**src/rtl/if_fetch_unit.sv**
```systemverilog
// Instruction fetch stage: keeps one instruction-memory request in flight and presents
// each returned word to the IF/ID register. Responses to requests made obsolete by a redirect are dropped.
module if_fetch_unit #(
    parameter logic [63:0] RESET_PC     = 64'h0,
    parameter int          IMEM_TIMEOUT = 16
) (
    input  logic        clk,
    input  logic        rst_n,
    input  logic        redirect_valid,
    input  logic [63:0] redirect_pc,
    input  logic        IF_IDen,
    output logic        imem_req,
    output logic [63:0] imem_addr,
    input  logic        imem_rvalid,
    input  logic [31:0] imem_rdata,
    output logic        IF_valid,
    output logic [63:0] IF_PCaddress,
    output logic [31:0] IF_Instruction,
    output logic        misalign_err,
    output logic        fetch_timeout,
    output logic [31:0] fetch_count
);

    localparam int WAIT_W = $clog2(IMEM_TIMEOUT + 1);
    localparam logic [WAIT_W-1:0] WAIT_MAX = WAIT_W'(IMEM_TIMEOUT);

    typedef enum logic [1:0] {FETCH, HOLD, DRAIN} state_t;

    state_t            state, state_next;
    logic              req_en;
    logic [63:0]       pc;
    logic [63:0]       stale_addr;
    logic [WAIT_W-1:0] wait_cnt;
    logic              rsp_take;

    assign rsp_take = imem_req && imem_rvalid;

    // NOTE: every flop in this block uses <=, so all processes see values from before the edge.
    always_ff @(posedge clk or negedge rst_n) begin
        if (!rst_n) begin
            state <= FETCH;
        end else begin
            state <= state_next;
        end
    end

    always_comb begin
        state_next = state;
        case (state)
            FETCH: begin
                if (redirect_valid) begin
                    state_next = (imem_req && !imem_rvalid) ? DRAIN : FETCH;
                end else if (rsp_take) begin
                    state_next = HOLD;
                end
            end
            HOLD: begin
                if (redirect_valid || IF_IDen) begin
                    state_next = FETCH;
                end
            end
            DRAIN: begin
                if (imem_rvalid) begin
                    state_next = FETCH;
                end
            end
            default: state_next = FETCH;
        endcase
    end

    // NOTE: req_en keeps imem_req low through reset and the release cycle, so the first request
    // is raised by the first edge after rst_n goes high. Any response seen before then is ignored.
    always_comb begin
        imem_req  = req_en && (state != HOLD);
        imem_addr = (state == DRAIN) ? stale_addr : pc;
    end

    always_ff @(posedge clk or negedge rst_n) begin
        if (!rst_n) begin
            req_en         <= 1'b0;
            pc             <= RESET_PC;
            stale_addr     <= 64'h0;
            IF_valid       <= 1'b0;
            IF_PCaddress   <= 64'h0;
            IF_Instruction <= 32'h0;
            misalign_err   <= 1'b0;
            fetch_count    <= 32'h0;
        end else begin
            req_en <= 1'b1;
            if (redirect_valid) begin
                pc             <= {redirect_pc[63:2], 2'b00};
                IF_valid       <= 1'b0;
                IF_Instruction <= 32'h0;
                if (redirect_pc[1:0] != 2'b00) begin
                    misalign_err <= 1'b1;
                end
                // In DRAIN the stale address is already captured and must not move.
                if (state == FETCH) begin
                    stale_addr <= pc;
                end
            end else begin
                case (state)
                    FETCH: begin
                        if (rsp_take) begin
                            IF_Instruction <= imem_rdata;
                            IF_PCaddress   <= pc;
                            IF_valid       <= 1'b1;
                        end
                    end
                    HOLD: begin
                        if (IF_IDen) begin
                            pc             <= pc + 64'd4;
                            IF_valid       <= 1'b0;
                            IF_Instruction <= 32'h0;
                            fetch_count    <= fetch_count + 32'd1;
                        end
                    end
                    default: ;
                endcase
            end
        end
    end

    // Wait counter restarts when a response retires the request; it saturates at the limit.
    always_ff @(posedge clk or negedge rst_n) begin
        if (!rst_n) begin
            wait_cnt      <= '0;
            fetch_timeout <= 1'b0;
        end else if (rsp_take) begin
            wait_cnt <= '0;
        end else if (imem_req && (wait_cnt != WAIT_MAX)) begin
            wait_cnt <= wait_cnt + 1'b1;
            if (wait_cnt == WAIT_MAX - 1'b1) begin
                fetch_timeout <= 1'b1;
            end
        end
    end

endmodule

```
**config.mk**
```make
export PLATFORM = sky130hd
export DESIGN_NAME = if_fetch_unit
export DESIGN_NICKNAME = d
export VERILOG_FILES = /design/src/rtl/if_fetch_unit.sv
export SDC_FILE = /design/constraint.sdc
export NUM_CORES = 1
export LEC_CHECK = 0
export CORE_UTILIZATION = 54
export DETAILED_ROUTE_END_ITERATION = 10
export PLACE_DENSITY = 0.86
export SLEW_MARGIN = 20
export SYNTH_ARGS = -nofsm -noshare
export SYNTH_HDL_FRONTEND = slang
export SYNTH_SLANG_ARGS = --single-unit
```
**constraint.sdc**
```tcl
create_clock -name clk -period 4.55 [get_ports clk]
set_input_delay 0.91 -clock clk [delete_from_list [all_inputs] [get_ports clk]]
set_output_delay 0.91 -clock clk [all_outputs]
set_load 0.01 [all_outputs]
```
==> flow_metrics.env, run 1 <==
export IMPL_fin_cells=1765
export IMPL_slew_headroom_pct=40.2
export IMPL_antenna_found_initial=6
export IMPL_synth_top_cell_area_share_pct=53.1
export IMPL_start_util_pct=55.7
export IMPL_ys_ff_latch=261
export IMPL_grt_usage_pct=31.3
export IMPL_wire_per_inst_um=20.7
export IMPL_grt_pass1_wl_um=58300
export IMPL_synth_area_top_cells="dfrtp_1 53%, mux2_2 11%, nand2_1 8.3%"
export IMPL_coreArea_um2=22100
export IMPL_synth_enable_flop_cells=0
export IMPL_rsz0062_at_grt="no"
export IMPL_syn_inst=1202
export IMPL_clockBufferDepth=3
export IMPL_final_cell_mix="290 x clkdlybuf4s50_1, 272 x nand2_1, 261 x dfrtp_1, 119 x mux2_2, 57 x o21ai_0"
export IMPL_synth_warnings=0
export IMPL_io_pins=297
export IMPL_timing_final_crit_period_ns=3.62
export IMPL_drv_slew=0
export IMPL_overflow=0
export IMPL_final_common_cell="clkdlybuf4s50_1"
export IMPL_drt_wl_total_um=36500
export IMPL_status="finished, final reports clean"
export IMPL_fp_dieW_um=153
export IMPL_skew_ns=0.0167
export IMPL_cts_root_buf="clkbuf_16"
export IMPL_cts_tree="built"
export IMPL_gp_congestion=0.903
export IMPL_syn_cell_area_um2=12300
export IMPL_cp_required_ns=3.64
export IMPL_setup_viol=0
export IMPL_nets=1569
export IMPL_hold_violations=0
export IMPL_clock_sinks=261
export IMPL_post_place_ws_ns=1.21
export IMPL_end_kind="primary output"
export IMPL_ys_async_sr_fraction_pct=100
export IMPL_final_cell_area_um2=16500
export IMPL_h_tree_depth=1
export IMPL_placed_cells=1713
export IMPL_crit_fanout=43
export IMPL_place_area_um2=15400
export IMPL_wl_met2_um=17500
export IMPL_row_count=54
export IMPL_port_buffers=292
export IMPL_clkTransAtPathRegs_ns=0.06
export IMPL_vdd_drop_max_mv=0.331
export IMPL_synth_distinct_cells=55
export IMPL_drc=0
export IMPL_post_cts_buffers=0
export IMPL_avgViaCountPerCell=6.01
export IMPL_post_cts_resized=0
export IMPL_drt_initial_drc_count=871
export IMPL_tns_ns=0
export IMPL_p_per_area_nw_per_um2=423
export IMPL_ant_nets=0
export IMPL_syn_area_per_cell_um2=10.2
export IMPL_drv_cap=0
export IMPL_die_y_um=153
export IMPL_drt_met1_wl_um=14400
export IMPL_post_dp_hpwl_um=24500
export IMPL_ys_seq_area_share_pct=53.1
export IMPL_dr_total_vias=10600
export IMPL_insertion_delay_ns=0.55
export IMPL_cts_hold_fix_buffers=0
export IMPL_p_leak_uw=0.00703
export IMPL_layout_drive_gt1_share_pct=13.6
export IMPL_die_area_um2=23400
export IMPL_topRoutingLayerUsed="met5"
export IMPL_synth_area_leader_cell="dfrtp_1"
export IMPL_dr_pass1_iters=6
export IMPL_hold_path_class="primary input to asynchronous set/reset pin"
export IMPL_cts_buffers=28
export IMPL_cp_data_arrival_time_ns=2.71
export IMPL_layout_setup_ws_ns=0.928
export IMPL_final_period_utilization_pct=79.6
export IMPL_grt_pass1_vias=10600
export IMPL_wl_met3_um=3260
export IMPL_synth_ff_type="dfrtp_1"
export IMPL_fmax_mhz=276
export IMPL_areaGrowthSynthToFinish_pct=34.1
export IMPL_worstMarginPinSlew_ns=0.897
export IMPL_critPathLaunchType="register"
export IMPL_critPathKind="register to primary output"
export IMPL_grt_max_degree=116
## cells by family after synthesis
family	after synthesis	share of synthesized area [%]
AOI/OAI and AO/OA	139	7.62
xor gates and xnor gates	63	4.48
buffers and inverters	97	3.21
muxes	125	11.4
DFF	261	53.1
adders and majority gates	5	0.508
other	2	0.0610
and+or+nand+nor	510	19.7
## final cells by class
| type | instances | area, um2 |
|---|---|---|
| antenna | 1 | 2.50 |
| clock buffer | 38 | 830 |
| clock inverter | 13 | 243 |
| fill | 1477 | 5580 |
| inverter | 14 | 52.6 |
| multi-input combinational | 847 | 5420 |
| sequential | 261 | 6530 |
| tap | 280 | 350 |
| timing repair buffer | 311 | 3080 |
## synth_stat cells (13+ instances only)
| cell type | number |
|---|---|
| xnor2_1 | 39 |
| inv_1 | 13 |
| nand4_1 | 37 |
| xor2_1 | 24 |
| clkbuf_1 | 64 |
| nor2_1 | 32 |
| nand3_1 | 47 |
| nor4_1 | 22 |
| nor3_1 | 20 |
| a22o_1 | 34 |
| nand2_1 | 272 |
| dfrtp_1 | 261 |
| mux2_2 | 119 |
| o21ai_0 | 57 |
| and3_1 | 13 |
| or4_1 | 14 |
## power breakdown
group | switching [uW] | internal (uW)
Combinational | 613 | 788
Clock | 969 | 1670
Sequential | 300 | 2650
Total | 1880 | 5110
## critical path: stages, from the launching register on
cell and delay [ns]:
dfrtp_1 0.51, inv_1 0.14, nor2_4 0.11, buf_4 0.49, mux2_2 0.43, clkdlybuf4s50_1 0.48
## stage by stage
stage / hold slack (ns) / power [uW] / utilization [%]
6_report: 0.416 / 6990 / 74.7
5_1_grt: 0.496 / 7250 / 74.7
4_1_cts: 0.477 / 7020 / 74.7
3_5_place_dp: 0.459 / 4370 / 69.9
3_3_place_gp: 0.452 / 4310 / 69.9
2_1_floorplan: 0.471 / 3560 / -
## worst paths after layout
kind                                     from                to  slack, ns  cells after the start
worst max-delay path                 state[1]      imem_addr[2]       0.93                      5
worst min-delay path                    rst_n  IF_PCaddress[40]       0.42                      1
worst max register to register          pc[2]            pc[48]       1.37                      6
worst min register to register  fetch_timeout     fetch_timeout       0.46                      1
max in group asynchronous               rst_n   fetch_count[10]       2.93                      2
min in group clk                fetch_timeout     fetch_timeout       0.46                      1
## routing by layer
metal  up-vias  global-route usage, %
li1       4727                      -
met1      5214                   40.7
met2       562                   51.6
met3       101                   7.14
met4         8                   10.8
met5         -                      0
## state kept, by name (all words and copies together) (netlist names)
name,cells
fetch_count,32
stale_addr,62
fetch_timeout,1
IF_Instruction,32
IF_PCaddress,62
wait_cnt,5
req_en,1
pc,62
state,2
misalign_err,1
IF_valid,1
Note: power is estimated with default switching activity, not from simulation.
==> inputs of run 2 (changes only) <==
--- a/config.mk
+++ b/config.mk
@@ -5,9 +5,9 @@
 export SDC_FILE = /design/constraint.sdc
 export NUM_CORES = 1
 export LEC_CHECK = 0
-export CORE_UTILIZATION = 54
+export CORE_UTILIZATION = 45
 export DETAILED_ROUTE_END_ITERATION = 10
-export PLACE_DENSITY = 0.86
+export PLACE_DENSITY = 0.76
 export SLEW_MARGIN = 20
 export SYNTH_ARGS = -nofsm -noshare
 export SYNTH_HDL_FRONTEND = slang
==> constraint.sdc (replaced) <==
create_clock -name clk -period 3 [get_ports clk]
set_input_delay 0.6 -clock clk [delete_from_list [all_inputs] [get_ports clk]]
set_output_delay 0.6 -clock clk [all_outputs]
set_load 0.01 [all_outputs]
==> flow_metrics.env, run 2 (same netlist as run 1, synthesis figures left out) <==
export IMPL_wl_met3_um=2510
export IMPL_overflow=0
export IMPL_wl_met2_um=16800
export IMPL_cts_buffers=28
export IMPL_cts_root_buf="clkbuf_16"
export IMPL_fmax_mhz=338
export IMPL_final_cell_area_um2=16700
export IMPL_timing_rr_start="pc[19]"
export IMPL_fp_dieW_um=167
export IMPL_p_per_area_nw_per_um2=600
export IMPL_cts_tree="built"
export IMPL_die_y_um=167
export IMPL_drc=0
export IMPL_start_util_pct=45.8
export IMPL_grt_pass1_vias=10300
export IMPL_crit_start="state[1]"
export IMPL_gp_congestion=0.867
export IMPL_end_kind="primary output"
export IMPL_row_count=60
export IMPL_critPathLaunchType="register"
export IMPL_critPathKind="register to primary output"
export IMPL_clockBufferDepth=3
export IMPL_post_dp_hpwl_um=24700
export IMPL_slew_headroom_pct=57.0
export IMPL_drt_wl_total_um=35600
export IMPL_dr_total_vias=10400
export IMPL_drv_cap=0
export IMPL_ant_nets=0
export IMPL_coreArea_um2=26900
export IMPL_crit_fanout=19
export IMPL_skew_ns=0.0128
export IMPL_place_area_um2=15700
export IMPL_clkTransAtPathRegs_ns=0.06
export IMPL_cp_data_arrival_time_ns=2.36
export IMPL_wire_per_inst_um=19.2
export IMPL_dr_pass1_iters=6
export IMPL_drt_met1_wl_um=15500
export IMPL_io_pins=297
export IMPL_port_buffers=292
export IMPL_whs_ns=0.0252
export IMPL_final_period_utilization_pct=98.6
export IMPL_insertion_delay_ns=0.54
export IMPL_rsz0062_at_grt="yes"
export IMPL_power_total_uw=10000
export IMPL_hold_violations=0
export IMPL_drv_slew=0
export IMPL_avgViaCountPerCell=5.63
export IMPL_die_area_um2=28000
export IMPL_layout_drive_gt1_share_pct=14.9
export IMPL_drt_initial_drc_count=871
export IMPL_vdd_drop_max_mv=0.407
export IMPL_hold_path_class="primary input to asynchronous set/reset pin"
export IMPL_cp_required_ns=2.40
export IMPL_topRoutingLayerUsed="met5"
export IMPL_status="finished, final reports clean"
export IMPL_p_leak_uw=0.00712
export IMPL_nets=1594
export IMPL_antenna_found_initial=2
export IMPL_timing_final_crit_period_ns=2.96
export IMPL_num_antenna_cells=0
export IMPL_setup_viol=0
export IMPL_areaGrowthSynthToFinish_pct=35.9
export IMPL_rrSetupSlack_ns=0.37
export IMPL_grt_usage_pct=25.5
export IMPL_worstMarginPinSlew_ns=0.639
export IMPL_cts_hold_fix_buffers=0
export IMPL_grt_max_degree=79
export IMPL_tns_ns=0
export IMPL_final_common_cell="clkdlybuf4s50_1"
export IMPL_top_regs="IF_PCaddress x62, pc x62, stale_addr x62"
export IMPL_final_cell_mix="289 x clkdlybuf4s50_1, 272 x nand2_1, 259 x dfrtp_1, 119 x mux2_2, 56 x o21ai_0"
export IMPL_grt_pass1_wl_um=57000
export IMPL_clock_sinks=261
export IMPL_h_tree_depth=1
run 2: cell type report:
type / instances / area [um2]
clock buffers: 41 / 831
clock inverters: 10 / 77.6
fillers: 2200 / 10100
inverters: 14 / 52.6
multi-input cells: 847 / 5420
flip-flops and latches: 261 / 6530
well taps: 341 / 427
repair buffers: 336 / 3380
run 2: repair_timing:
item | CTS | global route
cloned | 2 | 0
pin swaps | 1 | 0
setup buffers | 2 | 0
gates resized for setup | 3 | 1
endpoints found under the setup margin | 60 | 12
run 2: worst max-delay path: stages (launching register included):
cell,delay [ns]
dfrtp_2,0.35
inv_1,0.07
nor2_4,0.19
bufbuf_16,0.36
mux2_2,0.35
clkdlybuf4s50_1,0.49
run 2: final timing paths:
check	end	cells after the start
max reg2reg	pc[44]	5
min in group clk	state[0]	3
min reg2reg	fetch_timeout	1
max in group asynchronous	stale_addr[32]	2
max	imem_addr[37]	5
min	IF_PCaddress[52]	1
run 2: report_power, final:
part / switching [uW] / total, uW / leakage, uW / internal, uW
combinational: 941 / 2180 / 0.00342 / 1240
clock: 1400 / 3390 / 0.000453 / 1990
sequential: 433 / 4460 / 0.00325 / 4030
run 2: stage by stage:
stage	util, %	worst slack [ns]	instances
5_1_grt	62.2	-0.0153	1850
3_5_place_dp	58.5	0.0191	1795
4_1_cts	62.2	0.0345	1850
3_3_place_gp	58.5	0.143	1795
2_1_floorplan	-	0.627	1205
6_report	62.2	0.0432	1850
run 2: per-layer routing:
layer | global-route usage (%) | vias up
met5 | 0 | -
met4 | 6.66 | 4
met3 | 5.27 | 61
met2 | 41.4 | 398
met1 | 34.9 | 5160
li1 | - | 4795
